==> src/rtl/pipe_stage_reg.sv <==
// Valid/ready pipeline stage register with flush, NOP bubbles and a saturating bubble counter.
// Define PIPE_STAGE_SKID_EN to add the second (skid) entry and a registered in_ready.
module pipe_stage_reg #(
   parameter int DW    = 96,
   parameter int CNT_W = 16
) (
   input  logic             clk,
   input  logic             reset,
   input  logic             flush,
   input  logic             in_valid,
   output logic             in_ready,
   input  logic [DW-1:0]    in_data,
   output logic             out_valid,
   input  logic             out_ready,
   output logic [DW-1:0]    out_data,
   output logic [CNT_W-1:0] bubble_cnt
);

   typedef enum logic [1:0] {
      EMPTY = 2'd0,
      ONE   = 2'd1,
      FULL  = 2'd2
   } state_t;

   state_t           stateQ, stateD;
   logic [DW-1:0]    mQ, mD;
   logic [CNT_W-1:0] cntQ;
   logic             accept;
   logic             fire;

`ifdef PIPE_STAGE_SKID_EN
   logic [DW-1:0]    sQ, sD;

   // Depends only on held state and reset, so out_ready never reaches in_ready.
   assign in_ready = (stateQ != FULL) && !reset;
`else
   assign in_ready = (!out_valid || out_ready) && !reset;
`endif

   assign out_valid  = (stateQ != EMPTY);
   assign out_data   = mQ;
   assign bubble_cnt = cntQ;
   assign accept     = in_valid && in_ready;
   assign fire       = out_valid && out_ready;

   always_comb begin
      stateD = stateQ;
      mD     = mQ;
`ifdef PIPE_STAGE_SKID_EN
      sD     = sQ;
`endif
      unique case (stateQ)
         EMPTY: begin
            if (accept) begin
               stateD = ONE;
               mD     = in_data;
            end
         end
         ONE: begin
            if (accept && fire) begin
               mD = in_data;
`ifdef PIPE_STAGE_SKID_EN
            end else if (accept) begin
               stateD = FULL;
               sD     = in_data;
`endif
            end else if (fire) begin
               stateD = EMPTY;
               mD     = '0;
            end
         end
`ifdef PIPE_STAGE_SKID_EN
         FULL: begin
            if (fire) begin
               stateD = ONE;
               mD     = sQ;
               sD     = '0;
            end
         end
`endif
         default: begin
            stateD = EMPTY;
            mD     = '0;
         end
      endcase
      // Flush wins over every transition; empty entries stay zero so bubbles are NOPs.
      if (flush) begin
         stateD = EMPTY;
         mD     = '0;
`ifdef PIPE_STAGE_SKID_EN
         sD     = '0;
`endif
      end
   end

   always_ff @(posedge clk) begin
      if (reset) begin
         stateQ <= EMPTY;
         mQ     <= '0;
`ifdef PIPE_STAGE_SKID_EN
         sQ     <= '0;
`endif
      end else begin
         stateQ <= stateD;
         mQ     <= mD;
`ifdef PIPE_STAGE_SKID_EN
         sQ     <= sD;
`endif
      end
   end

   // Idle-cycle counter: only reset clears it, it sticks at all-ones.
   always_ff @(posedge clk) begin
      if (reset) begin
         cntQ <= '0;
      end else if (out_ready && !out_valid && !(&cntQ)) begin
         cntQ <= cntQ + 1'b1;
      end
   end

endmodule

==> config.mk <==
export PLATFORM = sky130hd
export DESIGN_NAME = pipe_stage_reg
export DESIGN_NICKNAME = d
export VERILOG_FILES = /design/src/rtl/pipe_stage_reg.sv
export SDC_FILE = /design/constraint.sdc
export NUM_CORES = 1
export LEC_CHECK = 0
export BUFFER_PORTS_ARGS = -buffer_cell sky130_fd_sc_hd__clkbuf_2
export CORE_UTILIZATION = 45
export CTS_CLUSTER_SIZE = 28
export DETAILED_ROUTE_END_ITERATION = 8
export PLACE_DENSITY = 0.8
export SETUP_SLACK_MARGIN = 0.02
export SYNTH_ARGS = -nofsm -noshare
export SYNTH_HDL_FRONTEND = slang
export SYNTH_SLANG_ARGS = --single-unit
==> constraint.sdc <==
create_clock -name clk -period 5.4 [get_ports clk]
set_input_delay 1.08 -clock clk [delete_from_list [all_inputs] [get_ports clk]]
set_output_delay 1.08 -clock clk [all_outputs]
set_load 0.1 [all_outputs]
# Word-level counts from Yosys, hierarchy flattened
# Index checks and enable logic that the tools add are counted.
[classes]
n_mux = 8
addsub = 1
reduce_logical = 16
n_eq_ne = 5
[op_table]
columns = ["cell", "count"]
rows = [
  ["2-to-1 mux 96 bit", 3],
  ["one-hot mux 96 bit (2 select lines)", 1],
  ["adder 16 x 1 -> 16 bit (second input constant)", 1],
  ["AND reduction 16 bit", 1],
  ["logical AND 1 bit", 6],
  ["2-to-1 mux 2 bit", 3],
  ["!= test 2 bit (second input constant)", 3],
  ["one-hot mux 2 bit (2 select lines)", 1],
  ["zero test 1 bit", 3],
  ["!= test 3 bit (second input constant)", 1],
  ["AND reduction 3 bit", 1],
  ["equality test 2 x 1 -> 1 bit (second input constant)", 1],
  ["zero test 2 bit", 1],
  ["AND reduction 2 bit", 1],
  ["nonzero test 2 bit", 1],
  ["OR reduction 2 bit", 1],
  ["logical OR 1 bit", 1],
]
[word_totals]
word_cells = 33
out_inout_bits = 114
input_bits = 101
reg_bits = 114

# Logic depth before layout (Yosys ltp)
# Gate-level depths: netlist (run 1).
[logic_depth]
ltp_word = 8
mapped_depth = 7
depth_no_buf = 5

# Worst setup path before layout (run 1)
# Ideal clock, no wire load.
[synth_path]
path_kind = "input port to output port"
startpoint = "input port reset"
endpoint = "output port in_ready"
arrival_time_ns = 2.748
required_time_ns = 4.320
path_buffers = 2
path_slack_ns = 1.572
path_stages = 3
cell_sequence = "clkbuf_1 -> buf_1 -> nor2_1"
[synth_via]
elab_chain_len = 2
[synth_lines]
columns = ["element", "line", "source"]
rows = [
  ["start: declaration", "8", "input logic reset,"],
  ["zero test 1 bit", "37", "assign in_ready = (!out_valid || out_ready) && !reset;"],
  ["logical AND 1 bit", "37", ""],
  ["end: declaration", "11", "output logic in_ready,"],
]
# Every way passes these cells.

# Worst setup path in the final report (run 1)
# Ends and elaborated chain as after synthesis.

==> results.toml, run 1 <==
[clock_network]
hold_buffers = 0
path_clk_slew_ns = 0.05
cts_resized = 0
insertion_delay_ns = 0.50
cts_max_level = 4
cts_setup_buffers = 0
cts-root-buf = "clkbuf_8"
cts_tree = "done"
cts_max_path_buffers = 2
cts.sinks = 113
cts_buffers = 17

[place]
dp_hpwl_mm = 7.43
port_buffers = 214
gp_congestion = 0.802

[timing]
period_minus_slack_ns = 3.17
final-hold-violation-count = 0
clock_skew_ns = 0.0181
fin_tns_setup_ns = 0
post-route-period-util = 0.587
drv_slew = 0
slew_headroom = 0.241
setup_violations = 0
worst_pin_slew_ns = 1.14
max_freq_mhz = 315
rsz0062_at_grt = "no"

[yosys]
synthMuxAreaShare = 0.0159
synth_cells = 426
ys_types = 38
ys_async_sr_fraction = 0
synth_top_family_by_area = "compound AO/OA/AOI/OAI gates"
yosysSeqAreaShare = 0.552
synth_top_area_frac = 0.552
synth_most_common_cell = "dfxtp_1"
synth_top_flop_cell = "dfxtp_1"
synth-adder-area-share = 0.00305
synth_area_um2 = 4100
syn_nets = 528
synthTopCellsByArea = "dfxtp_1 55%, a22oi_1 18%, nor2_1 10%"
avgSynthCellArea_um2 = 9.63
synth_top_cell_by_area = "dfxtp_1"
synth_common_cells = "113 x dfxtp_1, 110 x nor2_1, 96 x a22oi_1"
synthXorXnorAreaFrac = 0
yosys.area_share.simple = 0.183
yosysWarnings = 0
synth-compound-area-share = 0.209
synth-edff-count = 0
ys_ff_latch = 113

[setup_path]
r2r_slack_ns = 2.82
rr_startpoint = "stateQ[0]"
worst_r2r_endpoint = "out_data[52]"
rr_worst_depth = 5
crit_start = "reset"
required_ns = 4.32
crit_end = "in_ready"
worstSetupPathType = "in -> out"
cp_data_arrival_time_ns = 2.09
cp-end-kind = "output pin"
worstSetupStartpointType = "primary input"
cp_max_fo = 24

[final_layout]
fillers = 722
area_delta_synth_final_pct = 40.3
drive_gt1_frac = 0.406
regArea_um2 = 2260
fin_nets = 731
post-route-util = 0.657
antenna_cells = 0
multi_input_area_um2 = 1690

[die]
core_area_um2 = 8760
die_h_um = 97.5
fp.dieW_um = 97.5
io_pins = 215
rows = 34
initial_core_util = 0.468
dieArea_um2 = 9500

[power]
powerDensity_nw_per_um2 = 375
power_leakage_nw = 2.58
vdd_drop_max_mv = 0.198

[route]
routed_wl_mm = 10.9
ant_nets = 0
wl_per_cell_um = 14.5
num_vias = 4021
drc = 0
viasPerCell = 5.37
drtIter0Drc = 112
dr.pass1.iters = 5

[status]
status = "finished, final reports clean"

[global_route]
grt_max_degree = 60
antenna_found_initial = 0
grt_pass1_wl_mm = 17.4
track_usage = 0.225
overflow = 0
grt_pass1_vias = 3793

[hold_path]
hold_class = "reg -> reg"

[run]
max_cap_viol_count = 0
[cells in the final DEF, fill, tap and decap left out, types with 4 or more instances in the layout]
cell | synthesis | layout
nor2b_1 | 6 | 6
dfxtp_1 | 113 | 113
clkbuf_2 | 0 | 214
o21ai_0 | 5 | 5
a22oi_1 | 96 | 96
nor2_1 | 110 | 110
clkinv_2 | 0 | 5
a21oi_1 | 8 | 8
mux2_1 | 4 | 4
nand2_1 | 7 | 7
clkinvlp_4 | 0 | 4
or3_1 | 5 | 5
clkbuf_16 | 0 | 16
buf_4 | 0 | 4
[power breakdown]
| group | switching (mW) | leakage, nW | internal, mW |
|---|---|---|---|
| Combinational | 0.203 | 1.40 | 0.0673 |
| Clock | 0.367 | 0.262 | 0.660 |
| Sequential | 0.0114 | 0.915 | 0.852 |
[stage by stage]
stage               cell area (µm²)  setup slack, ns  std cells  total power [mW]  hold WS, ns
detailed placement             5200             2.02        718              1.15        0.483
global placement               5200             2.14        718              1.15        0.477
CTS                            5750             2.23        749              2.18        0.500
finish                         5750             2.23        749              2.16        0.497
global route                   5750             2.20        749              2.23        0.521
floorplan                      4100             1.57        426              1.08        0.921
[critical path, stage by stage]
cell and delay [ns]:
clkbuf_2 0.32, nor2_1 0.22, clkbuf_2 0.48
[area by class of cell]
cell class | count | share of cell area
timing repair buffer | 218 | 0.191
clock buffer | 20 | 0.0757
clock inverter | 11 | 0.0200
tap | 108 | 0.0235
sequential | 113 | 0.393
inverter | 3 | 0.00196
multi-input combinational | 276 | 0.294
[layer usage]
metal / vias to the layer above / track usage / part of all wire
li1: 1940 / - / -
met1: 1880 / 0.253 / 0.40
met2: 176 / 0.393 / 0.51
met3: 25 / 0.0547 / 0.068
met4: 0 / 0.117 / 0.025
met5: - / 0 / 0
[worst min path at each step]
stage                   from             to  cells past startpoint
2_1_floorplan  bubble_cnt[1]  bubble_cnt[1]                      2
3_3_place_gp    out_data[25]   out_data[25]                      2
3_5_place_dp    out_data[46]   out_data[46]                      2
4_1_cts         out_data[46]   out_data[46]                      2
5_1_grt         out_data[46]   out_data[46]                      2
6_report        out_data[46]   out_data[46]                      2
[state kept, by name, indices dropped and copies added, names as in the netlist]
name        count
bubble_cnt     16
stateQ          1
out_data       96
[cell families (layout without fill, tap and decap cells)]
logic type      after synthesis  count (layout)
simple gates                151             151
compound gates              118             118
flops                       113             113
buf+inv                      37             252
mux                           6               6
fa+ha+maj                     1               1
Power figures use the tool's default switching activity.
==> run 2, diff against run 1 <==
ABC_AREA = 1   (was not set)
PLACE_DENSITY = 0.78   (was 0.8)
clock period = 3.2 ns   (was 5.4 ns; I/O delays follow)
==> results.toml, run 2 <==
[global_route]
antenna_found_initial = 1
grt_pass1_vias = 4471
grt_pass1_wl_mm = 20.1
track_usage = 0.241
overflow = 0
grt_max_degree = 98

[clock_network]
path_clk_slew_ns = 0.06
cts_resized = 0
hold_buffers = 0
cts_max_level = 4
cts_tree = "done"
cts.sinks = 113
cts-root-buf = "clkbuf_8"
cts_setup_buffers = 0
insertion_delay_ns = 0.50
cts_buffers = 17
cts_max_path_buffers = 2

[timing]
clock_skew_ns = 0.00564
slew_headroom = 0.313
rsz0062_at_grt = "no"
worst_pin_slew_ns = 1.03
max_freq_mhz = 443
fin_tns_setup_ns = 0
final-hold-violation-count = 0
post-route-period-util = 0.705
drv_slew = 0
period_minus_slack_ns = 2.26
setup_violations = 0

[yosys]
synth_area_um2 = 4610
yosysWarnings = 0
yosysSeqAreaShare = 0.491
synth_most_common_cell = "nand3_1"
synth_top_cell_by_area = "dfxtp_1"
ys_ff_latch = 113
ys_types = 25
ys_async_sr_fraction = 0
synth_cells = 589
avgSynthCellArea_um2 = 7.82
synth_common_cells = "203 x nand3_1, 113 x dfxtp_1, 109 x a21oi_1"
synthTopCellsByArea = "dfxtp_1 49%, nand3_1 22%, a21oi_1 12%"
syn_nets = 691
synth_top_flop_cell = "dfxtp_1"
synth_top_area_frac = 0.491
synth-edff-count = 0

[power]
powerDensity_nw_per_um2 = 617
sw_frac_of_total = 0.264
power_mw = 3.86
seqPwrFrac = 0.377
power_frac_clock = 0.498
netSwitchingPower_mw = 1.02
power_leakage_nw = 2.66
p_comb_frac = 0.125
internal_power_mw = 2.84
vdd_drop_max_mv = 0.339

[place]
port_buffers = 214
gp_congestion = 0.802
dp_hpwl_mm = 8.60

[final_layout]
drive_gt1_frac = 0.335
fin_nets = 874
mostFrequentLayoutCells = "213 x clkbuf_2, 203 x nand3_1, 113 x dfxtp_1, 109 x a21oi_1, 47 x nand2_1"
final_common_cell = "clkbuf_2"
largest_reg_flops = 96
area_delta_synth_final_pct = 35.9
fillers = 905

[die]
fp.dieW_um = 103
io_pins = 215
dieArea_um2 = 10600
die_h_um = 103
initial_core_util = 0.467
rows = 36
core_area_um2 = 9860

[setup_path]
worstSetupStartpointType = "primary input"
worstSetupPathType = "in -> out"
cp_max_fo = 15
cp_data_arrival_time_ns = 1.62
cp-end-kind = "output pin"
required_ns = 2.56

[hold_path]
hold_class = "in -> reg"

[route]
drtIter0Drc = 227
wl_per_cell_um = 14.5
routed_wl_mm = 13.3
viasPerCell = 5.45
ant_nets = 0
drc = 0
num_vias = 5006
dr.pass1.iters = 5

[status]
status = "finished, final reports clean"

[run]
max_cap_viol_count = 0
run 2: final timing paths:
| kind | slack [ns] | to | depth (start not counted) | startpoint |
|---|---|---|---|---|
| max | 0.94 | in_ready | 3 | reset |
| min | 0.39 | out_data[10] | 3 | in_data[10] |
| max reg2reg | 1.33 | out_data[28] | 5 | stateQ[0] |
| min reg2reg | 0.48 | out_data[69] | 2 | out_data[69] |
run 2: per-layer routing:
metal | share of wire | vias up | GRT usage
met1 | 0.39 | 2350 | 0.272
met5 | 0 | - | 0
li1 | - | 2425 | -
met4 | 0.028 | 0 | 0.120
met2 | 0.51 | 202 | 0.406
met3 | 0.076 | 29 | 0.0847
run 2: layout make-up:
type	count	area (µm²)	share of cell area
flip-flops and latches	113	2260	0.361
multi-input cells	407	2040	0.325
repair buffers	219	1130	0.181
clock buffers	21	449	0.0717
well taps	133	166	0.0266
clock inverters	11	160	0.0256
inverters	14	52.6	0.00839
diodes	1	2.50	0.000400
run 2: cell families (layout without fill, tap and decap cells):
group	count (synthesis)	after routing	synth area share
simple gates	288	288	0.300
flops	113	113	0.491
compound gates	112	112	0.125
buf+inv	69	265	0.0701
xor+xnor	6	6	0.0114
fa+ha+maj	1	1	0.00271
other cells	0	1	0
run 2: worst max-delay path, cell delays in order:
cell,delay (ns)
clkbuf_2,0.24
a21oi_4,0.24
clkbuf_2,0.50
run 2: power by group through the flow:
| stage | combinational, mW | sequential [mW] | clock [mW] |
|---|---|---|---|
| final | 0.484 | 1.46 | 1.92 |
| after global placement | 0.476 | 1.48 | 0 |
| after global routing | 0.513 | 1.46 | 2.02 |
| after detailed placement | 0.483 | 1.49 | 0 |
| after CTS | 0.485 | 1.46 | 1.95 |
| after floorplan | 0.158 | 1.69 | 0 |
run 2: through the flow:
| stage | worst slack (ns) | hold slack (ns) | utilization | cells | area (µm²) |
|---|---|---|---|---|---|
| CTS | 0.911 | 0.367 | 0.635 | 918 | 6260 |
| floorplan | 0.483 | 0.709 | - | 589 | 4610 |
| detailed placement | 0.935 | 0.474 | 0.573 | 886 | 5650 |
| global placement | 0.957 | 0.466 | 0.573 | 886 | 5650 |
| finish | 0.942 | 0.393 | 0.635 | 919 | 6260 |
| global route | 0.861 | 0.376 | 0.635 | 919 | 6260 |
==> run 3, diff against run 2 <==
clock period = 2.2 ns   (was 3.2 ns; I/O delays follow)
==> results.toml, run 3 (synthesis results as in run 2) <==
[clock_network]
cts_setup_buffers = 0
insertion_delay_ns = 0.50
cts_buffers = 17
hold_buffers = 0
cts_max_level = 4
cts.sinks = 113
cts_resized = 0
path_clk_slew_ns = 0.06
cts_max_path_buffers = 2
cts-root-buf = "clkbuf_8"
cts_tree = "done"

[setup_path]
required_ns = 1.76
max_stage_delay_ns = 0.53
cp_max_fo = 5
cp-end-kind = "output pin"
worst_r2r_endpoint = "bubble_cnt[9]"
cp_data_arrival_time_ns = 1.54
worstSetupStartpointType = "flip-flop"
crit_slowest_cell = "clkbuf_2"
cpLargestDelayFamily = "buffers and inverters"
r2r_slack_ns = 0.33
crit_end = "out_valid"
worstSetupPathType = "reg -> out"
crit_cells = 1
crit_path_cell_trace = "clkbuf_2"
crit_buf_inv = 1
rr_startpoint = "bubble_cnt[0]"
rr_worst_depth = 7
crit_start = "stateQ[0]"

[timing]
rsz0062_at_grt = "no"
final-hold-violation-count = 0
period_minus_slack_ns = 1.98
clock_skew_ns = 0.00477
setup_violations = 0
max_freq_mhz = 506
drv_slew = 0
post-route-period-util = 0.899
worst_pin_slew_ns = 0.662
fin_tns_setup_ns = 0
slew_headroom = 0.559

[route]
wl_per_cell_um = 14.8
drtIter0Drc = 234
drc = 0
dr.pass1.iters = 5
num_vias = 4989
viasPerCell = 5.40
ant_nets = 0
routed_wl_mm = 13.6

[die]
core_area_um2 = 9860
dieArea_um2 = 10600
die_h_um = 103
rows = 36
initial_core_util = 0.467
io_pins = 215
fp.dieW_um = 103

[global_route]
antenna_found_initial = 2
grt_max_degree = 98
overflow = 0
grt_pass1_wl_mm = 21.0
grt_pass1_vias = 4589
track_usage = 0.255

[run]
max_cap_viol_count = 0

[hold_path]
hold_class = "in -> reg"

[final_layout]
mostFrequentLayoutCells = "212 x clkbuf_2, 203 x nand3_1, 111 x dfxtp_1, 109 x a21oi_1, 47 x nand2_1"
area_delta_synth_final_pct = 38.5
post-route-util = 0.647
largest_reg_flops = 96
fin_nets = 878
drive_gt1_frac = 0.342
final_common_cell = "clkbuf_2"

[status]
status = "finished, final reports clean"

[power]
power_leakage_nw = 2.72
vdd_drop_max_mv = 0.533
powerDensity_nw_per_um2 = 910

[place]
gp_congestion = 0.774
port_buffers = 214
dp_hpwl_mm = 8.84
## run 3: changes by cell type in the layout (fill, tap and decap cells not counted), sizes merged
cell,delta
buf,+5
bufinv,+1
clkbuf,-1
clkinvlp,-1
diode,+1
## run 3: worst min path at each step
stage | start | end | cells after the start
2_1_floorplan | reset | bubble_cnt[2] | 1
3_3_place_gp | out_data[78] | out_data[78] | 2
3_5_place_dp | out_data[47] | out_data[47] | 2
4_1_cts | in_data[23] | out_data[23] | 3
5_1_grt | in_data[87] | out_data[87] | 3
6_report | in_data[23] | out_data[23] | 3
## run 3: metal layers
layer / share of wire / GRT usage / up-vias / wire, µm
met5: 0 / 0 / - / 0
met4: 0.025 / 0.132 / 0 / 336
met3: 0.073 / 0.0806 / 28 / 990
met2: 0.51 / 0.426 / 208 / 6940
met1: 0.39 / 0.293 / 2327 / 5370
li1: - / - / 2426 / -
## run 3: final cells by class
| cell class | instances | area (µm²) |
|---|---|---|
| inverters | 14 | 52.6 |
| repair buffers | 223 | 1220 |
| fillers | 860 | 3480 |
| diodes | 2 | 5.00 |
| multi-input cells | 407 | 2040 |
| well taps | 133 | 166 |
| flip-flops and latches | 113 | 2260 |
| clock buffers | 21 | 459 |
| clock inverters | 11 | 183 |
## run 3: worst reg2reg max path, delay by kind of cell, from the launching register on
kind | cells | cell delay (ns)
and+or+nand+nor | 4 | 0.52
AOI/OAI and AO/OA | 2 | 0.67
adders and majority gates | 1 | 0.23
DFF | 1 | 0.37
## run 3: metrics by stage
step	worst slack (ns)	total power, mW	cell area [µm²]	hold WS [ns]	std cells
after floorplan	0.102	2.69	4610	0.509	589
after global placement	0.383	2.87	5740	0.467	890
after detailed placement	0.291	2.88	5740	0.473	890
after CTS	0.205	5.85	6380	0.166	922
after global routing	0.170	6.00	6380	0.177	924
final	0.223	5.80	6380	0.185	924
## run 3: power breakdown
part,switching [mW],leakage (nW),internal (mW),total (mW)
logic,0.553,1.49,0.170,0.723
registers,0.0274,0.916,2.09,2.12
clock network,0.930,0.317,2.03,2.96
